**src/rtl/ram_stream_reader.sv**
```systemverilog
// ram_stream_reader: burst read controller turning a 1-cycle-latency RAM read port into a valid/ready stream.
// A 2-entry buffer absorbs read latency and backpressure so a burst sustains one word per cycle.
module ram_stream_reader #(
    parameter  int DATA_WIDTH = 32,
    parameter  int DEPTH      = 512,
    localparam int ADDR_WIDTH = $clog2(DEPTH),
    localparam int LEN_WIDTH  = ADDR_WIDTH + 1
) (
    input  logic                  clk,
    input  logic                  i_rstn,
    input  logic                  cmd_valid,
    output logic                  cmd_ready,
    input  logic [ADDR_WIDTH-1:0] cmd_addr,
    input  logic [LEN_WIDTH-1:0]  cmd_len,
    output logic                  ram_re,
    output logic [ADDR_WIDTH-1:0] ram_raddr,
    input  logic [DATA_WIDTH-1:0] ram_rdata,
    output logic                  out_valid,
    input  logic                  out_ready,
    output logic [DATA_WIDTH-1:0] out_data,
    output logic                  out_last,
    output logic                  busy
);
    typedef enum logic {IDLE, READ} state_t;

    state_t                r_state;
    logic [ADDR_WIDTH-1:0] r_addr;
    logic [LEN_WIDTH-1:0]  r_remaining;
    logic [DATA_WIDTH-1:0] r_data0, r_data1;
    logic                  r_last0, r_last1;
    logic [1:0]            r_count;
    logic                  r_inflight, r_inflight_last;
    logic                  w_pop, w_issue, w_to_head;
    logic [2:0]            w_outstanding;

    assign w_pop         = out_valid && out_ready;
    assign w_outstanding = {1'b0, r_count} + {2'b0, r_inflight};
    // count + inflight - pop <= 1, rearranged to stay unsigned
    assign w_issue       = r_state == READ && r_remaining != '0 && w_outstanding <= 3'd1 + {2'b0, w_pop};
    assign w_to_head     = r_count == {1'b0, w_pop};

    assign cmd_ready = r_state == IDLE;
    assign busy      = r_state == READ;
    assign ram_re    = w_issue;
    assign ram_raddr = r_addr;
    assign out_valid = r_count != 2'd0;
    assign out_data  = r_data0;
    assign out_last  = r_last0 && out_valid;

    always_ff @(posedge clk or negedge i_rstn) begin
        if (!i_rstn) begin
            r_state         <= IDLE;
            r_addr          <= '0;
            r_remaining     <= '0;
            r_data0         <= '0;
            r_data1         <= '0;
            r_last0         <= 1'b0;
            r_last1         <= 1'b0;
            r_count         <= 2'd0;
            r_inflight      <= 1'b0;
            r_inflight_last <= 1'b0;
        end else begin
            r_inflight <= w_issue;
            if (w_issue)
                r_inflight_last <= r_remaining == LEN_WIDTH'(1);
            if (r_state == IDLE) begin
                if (cmd_valid && cmd_len != '0) begin
                    r_state     <= READ;
                    r_addr      <= cmd_addr;
                    r_remaining <= cmd_len;
                end
            end else begin
                if (w_issue) begin
                    r_addr      <= r_addr == ADDR_WIDTH'(DEPTH - 1) ? '0 : r_addr + 1'b1;
                    r_remaining <= r_remaining - 1'b1;
                end
                if (w_pop && r_last0)
                    r_state <= IDLE;
            end
            if (w_pop) begin
                r_data0 <= r_data1;
                r_last0 <= r_last1;
            end
            // returning word lands in the first free slot after any pop this cycle
            if (r_inflight && w_to_head) begin
                r_data0 <= ram_rdata;
                r_last0 <= r_inflight_last;
            end
            if (r_inflight && !w_to_head) begin
                r_data1 <= ram_rdata;
                r_last1 <= r_inflight_last;
            end
            r_count <= r_count + {1'b0, r_inflight} - {1'b0, w_pop};
        end
    end
endmodule

```
**config.mk**
```make
export PLATFORM = sky130hd
export DESIGN_NAME = ram_stream_reader
export DESIGN_NICKNAME = d
export VERILOG_FILES = /design/src/rtl/ram_stream_reader.sv
export SDC_FILE = /design/constraint.sdc
export NUM_CORES = 1
export LEC_CHECK = 0
export CAP_MARGIN = 20
export CORE_MARGIN = 2
export CORE_UTILIZATION = 45
export DETAILED_ROUTE_END_ITERATION = 10
export PLACE_DENSITY = 0.81
export RECOVER_POWER = 100
export SLEW_MARGIN = 20
export SYNTH_ARGS = -nofsm -noshare
export SYNTH_HDL_FRONTEND = slang
export SYNTH_SLANG_ARGS = --single-unit
```
**constraint.sdc**
```tcl
create_clock -name clk -period 2.9 [get_ports clk]
set_clock_uncertainty 0.15 [all_clocks]
set_input_delay 0.29 -clock clk [delete_from_list [all_inputs] [get_ports clk]]
set_output_delay 0.29 -clock clk [all_outputs]
set_load 0.02 [all_outputs]
```
; ---- After elaboration in Yosys (flattened, before gate mapping)
; Index checks and enable logic that the tools add are counted.
[op_classes]
add_sub_neg = 6
n_lt_le_gt_ge = 1
n_eq_ne = 4
n_mux = 14
n_bitwise = 1
n_reduce_logical = 15
[op_table]
columns = cell, count
row1 = $mux W32, 2
row2 = $mux W9, 4
row3 = $mux W10, 3
row4 = $reduce_bool A10 Y1, 2
row5 = $eq A10 B1 Y1 const B, 1
row6 = $sub A10 B1 Y10 const B, 1
row7 = $add A9 B1 Y9 const B, 1
row8 = $eq A9 B9 Y1 const B, 1
row9 = $logic_and A1 B1 Y1, 8
row10 = $reduce_bool A2 Y1, 3
row11 = $mux W1, 5
row12 = $add A2 B1 Y3, 1
row13 = $le A3 B2 Y1, 1
row14 = $add A1 B1 Y2 const A, 1
row15 = $add A2 B1 Y2, 1
row16 = $eq A2 B1 Y1, 1
row17 = $ne A2 B1 Y1 const B, 1
row18 = $reduce_and A2 Y1, 1
row19 = $sub A2 B1 Y2, 1
row20 = $logic_not A1 Y1, 1
row21 = $not A1 Y1, 1
[word_totals]
register_bits = 90
in_bits = 55
output_inout_bits = 46
elab_cells = 51

; ---- Longest topological paths before layout
[depth]
depth_word = 7
mapped_depth = 11
mapped_depth_nobuf = 9

; ---- Least setup slack after synthesis
; OpenSTA, ideal clock, no wires.
[synth_timing]
path_type = register -> register
startpoint = register r_count[1]
endpoint = register r_remaining[9]
setup_ps = 119
t_arrival_ps = 2929
required_time_ps = 2631
path_slack_ps = -298
stages_incl_launch_ff = 11
path_buffers = 2
period_less_slack_ps = 3198
path_cell_list = dfrtp_1 > or2_2 > clkbuf_1 > nand2_1 > inv_1 > fa_1 > o311a_1 > a31oi_1 > o21ai_2 > buf_6 > o21a_1
[synth_between]
elab_chain_cells = 7
elab_cells_between_ends = 8
cone_classes = add/sub (2) / order compare (1) / eq/ne (1) / reduce/logical (4)
[synth_rtl]
columns = item, line_no
row1 = "start, declared", 31  ; logic [1:0] r_count;
row2 = "start signal, assigned", 93  ; r_count <= r_count + {1'b0, r_inflight} - {1'b0, w_pop};
row3 = $reduce_bool A2 Y1, 46  ; assign out_valid = r_count != 2'd0;
row4 = named net out_valid, 18  ; output logic out_valid,
row5 = $logic_and A1 B1 Y1, 36  ; assign w_pop = out_valid && out_ready;
row6 = $add A1 B1 Y2, 39  ; assign w_issue = r_state == READ && r_remaining != '0 && w_outstanding <= 3'd1 + {2'b0, w_pop};
row7 = $le A3 B2 Y1, 39
row8 = $logic_and A1 B1 Y1, 39
row9 = $ne A2 B1 Y1 (no source line), -
row10 = $reduce_and A2 Y1 (no source line), -
row11 = "end signal, assigned", 70  ; r_remaining <= cmd_len;
row12 = "end signal, assigned", 75  ; r_remaining <= r_remaining - 1'b1;
row13 = "end, declared", 28  ; logic [LEN_WIDTH-1:0] r_remaining;
; The timed path passes the listed nets, and every way through them passes these cells.
; A chain may end at the register's enable or synchronous reset.

; ---- Worst setup path after layout
[layout_timing]
startpoint = register r_count[1]
endpoint = output ram_re
[layout_between]
elab_chain_cells = 5
elab_cells_between_ends = 6
cone_classes = add/sub (2) / order compare (1) / reduce/logical (3)
[layout_rtl]
columns = item, line_no
row1 = $reduce_bool A2 Y1, 46
row2 = $logic_and A1 B1 Y1, 36
row3 = $add A1 B1 Y2, 39
row4 = $le A3 B2 Y1 (*), 39
row5 = $logic_and A1 B1 Y1 (*), 39
row6 = "end, declared", 15  ; output logic ram_re,
; Every way passes the cells marked *; elsewhere a longest branch is shown, timed or not.

==> reports/results.tsv <==
stage	metric	value	unit
status	status	complete, but fails checks	
status	failing checks	max-capacitance violations, max-slew violations	
sta	Tmin final	2.80	ns
power	P_int	0.00400	W
synthesis	Synth area leader	dfrtp_1	
clocking	clock latency on the worst-skew pair	0.34	ns
final_layout	Final Instance Area	5740	um^2
synthesis	post-synthesis sequential area ratio	0.527	
critical_path	Slowest cell on crit path	fa_1	
critical_path	beginning of the critical path	r_count[1]	
critical_path	Max stage delay on crit path	0.45	ns
final_layout	P&R area growth vs syn	34.3	%
sta	fin crit share	0.965	
final_layout	commonest non-fill, non-tap cell in the layout	dfrtp_1	
critical_path	Critical Path Start Type	flop	
die	Die W	101	um
critical_path	Data required, critical path	2.46	ns
placement	dpl cell area	5520	um^2
power	VDD IR-drop max	0.602	mV
synthesis	largest family of logic cells by synthesized area	multiplexers	
synthesis	syn_area_per_cell	10.8	um^2
worst_hold_path	Hold Crit Start	r_last1	
critical_path	Crit Path Max Fanout	2	
clocking	clk buf depth	2	
critical_path	reg-to-reg startpoint	r_count[1]	
sta	slew margin rel.	-0.328	
grt	GR Overflow Total	0	
synthesis	XOR/XNOR Fraction of Synth Area	0.00615	
critical_path	CP delay by family, top	compound AO/OA/AOI/OAI gates	
synthesis	Synth Flop Type	dfrtp_1	
clocking	CTS tree	built	
critical_path	Crit path buffers/inverters	2	
sta	worst-margin pin slew	1.99	ns
die	row cnt	35	
grt	GRT Total Usage	0.201	
route	final routed DRC violation total	0	
clocking	cts bufs inserted	9	
route	overall routed net length	9.94	mm
sta	setup ws final	0.101	ns
clocking	H-tree level count	3	
critical_path	Setup CP Type	flop to output port	
synthesis	simple-gate share of the synthesized area	0.127	
critical_path	critical path endpoint category	output port	
sta	fmax	0.357	GHz
synthesis	Synth Cell Area	4270	um^2
synthesis	Post-Syn Instances	394	
worst_hold_path	Hold Path Class	flop to flop	
sta	Fin. Hold Viols	0	
route	vias per cell	5.34	
final_layout	NumNets Final	569	
synthesis	post-synthesis mux area share	0.166	
synthesis	Yosys warning total	0	
power	part of the power in the clock network	0.128	
route	Avg WL per Cell	15.6	um
route	DR pass1 iterations	4	
sta	Slew Limit Fails	91	
synthesis	Synth top area share	0.527	
placement	pre-CTS worst setup slack	-0.125	ns
synthesis	Synth cell types	46	
power	Switching Fraction	0.407	
power	Flop pwr share	0.336	
grt	first-pass GRT wire length	16.6	mm
power	P_sw	0.00275	W
final_layout	layout cells sized above 1	0.159	
power	leak pwr	2.50	nW
clocking	root buffer cell	clkbuf_8	
final_layout	# diodes	0	
grt	initial antenna violation count	0	
synthesis	syn nets	458	
sta	RSZ-0062 raised after global routing	false	
power	PD cells	1180	nW/um^2
synthesis	adder-cell share of the synthesized area	0.0281	
placement	Port Buffer Count	100	
clocking	clock sink count	90	
grt	vias in the first global route	3447	
sta	# setup viols final	0	
synthesis	Seq cells post-synth	90	
final_layout	most frequent cells in the layout	dfrtp_1, clkdlybuf4s50_1, o21ai_0, dlygate4sd3_1, nand2_1	
die	die height	101	um
die	Ports	101	
placement	Post-DP HPWL	6.84	mm
synthesis	Post-synth EDFFs	0	
clocking	Clock Pin Slew Worst Setup and Hold Paths	0.09	ns
critical_path	CP arrival	2.36	ns
run	Max-Cap Viols	1	
grt	largest net degree at the start of global routing	91	
synthesis	compound-gate portion of the synthesized area	0.112	
die	Initial Util	0.462	
route	Final ANT Viol Nets	0	
power	Gate power share	0.536	
synthesis	largest cells by area after synthesis	dfrtp_1, mux2_2, mux2i_1	
critical_path	worst path cell trace	or2_4 -> nand2_4 -> inv_1 -> fa_1 -> o311a_1 -> a31oi_2 -> nor2_2 -> buf_4	
route	Vias	3415	
die	Die Footprint	10300	um^2
route	DR iter-0 viols	107	
synthesis	Async S/R FF share, synth	1.00	
die	core area	9240	um^2
placement	gpl congestion	0.893	
==> registers in the layout (all words and copies together), names as in the netlist <==
name	flops
r_inflight	1
ram_raddr	9
out_data	32
r_last0	1
r_last1	1
r_remaining	10
r_inflight_last	1
r_count	2
r_data1	32
busy	1
==> through the flow <==
stage / hold WS (ns) / TNS (ns) / total power [W] / instances / utilization
floorplan: -0.156 / -0.0144 / 0.00460 / 394 / -
global placement: 0.321 / -0.0969 / 0.00583 / 621 / 0.597
detailed placement: 0.325 / -0.682 / 0.00600 / 621 / 0.597
CTS: 0.0476 / 0 / 0.00688 / 637 / 0.619
global route: 0.376 / 0 / 0.00728 / 639 / 0.621
finish: 0.350 / 0 / 0.00674 / 639 / 0.621
==> timing repair <==
item	4_1_cts	5_1_grt
pin swaps	1	3
endpoints found under the hold margin	0	90
resized for setup	5	5
hold buffers	0	1
setup endpoints to repair	3	3
setup buffers	0	1
==> cells in the mapped netlist (2+ instances only) <==
master	count
a21oi_1	7
a22o_1	4
a22oi_1	3
a31oi_1	4
and3_1	6
buf_2	3
buf_6	2
clkbuf_1	16
dfrtp_1	90
ha_1	8
inv_1	10
mux2_2	32
mux2i_1	35
nand2_1	46
nand2b_1	3
nand3_1	8
nand3b_1	2
nand4_1	4
nand4b_1	3
nor2_1	20
nor3_1	5
nor3b_1	2
nor4_1	5
o211ai_1	3
o21ai_0	47
o21ai_1	2
or4_1	3
xnor2_1	3
==> worst min-delay path: stages, from the launching register on <==
cell     delay (ns)
dfrtp_1        0.36
nand2_1        0.05
o21ai_0        0.06
==> final cells by class <==
type                    instances  area, um^2
repair buffers                122        1150
inverters                      10        37.5
multi-input cells             272        1940
well taps                     129         161
flip-flops and latches         90        2250
clock inverters                 7        76.3
clock buffers                   9         124
fillers                       761        3500
==> power groups by stage <==
stage | Sequential (W) | Combinational (W) | Clock [W]
4_1_cts | 0.00227 | 0.00372 | 0.000882
6_report | 0.00227 | 0.00361 | 0.000862
5_1_grt | 0.00235 | 0.00399 | 0.000948
3_5_place_dp | 0.00230 | 0.00371 | 0
3_3_place_gp | 0.00226 | 0.00358 | 0
2_1_floorplan | 0.00256 | 0.00204 | 0
==> final timing paths <==
path | end | slack, ns | cells past startpoint
setup reg to reg | ram_raddr[6] | 0.16 | 10
min in group asynchronous | r_remaining[0] | 0.89 | 2
hold / removal | r_last1 | 0.35 | 2
hold reg to reg | r_last1 | 0.35 | 2
setup / recovery | ram_re | 0.10 | 8
max in group asynchronous | out_data[7] | 0.51 | 2
==> kinds of logic after synthesis <==
family | after synthesis
simple gates | 112
buf+inv | 32
flops | 90
xor+xnor | 3
compound gates | 81
fa+ha+maj | 9
mux | 67
==> layer usage <==
layer  global-route usage  up-vias  part of all wire  wire (um)
met5                    0        -                 0          0
met2                0.331      103              0.49       4890
met4               0.0457        0                 0          0
li1                     -     1630                 -          -
met1                0.268     1682              0.44       4380
met3               0.0552        0             0.069        682
Power figures use the tool's default switching activity.
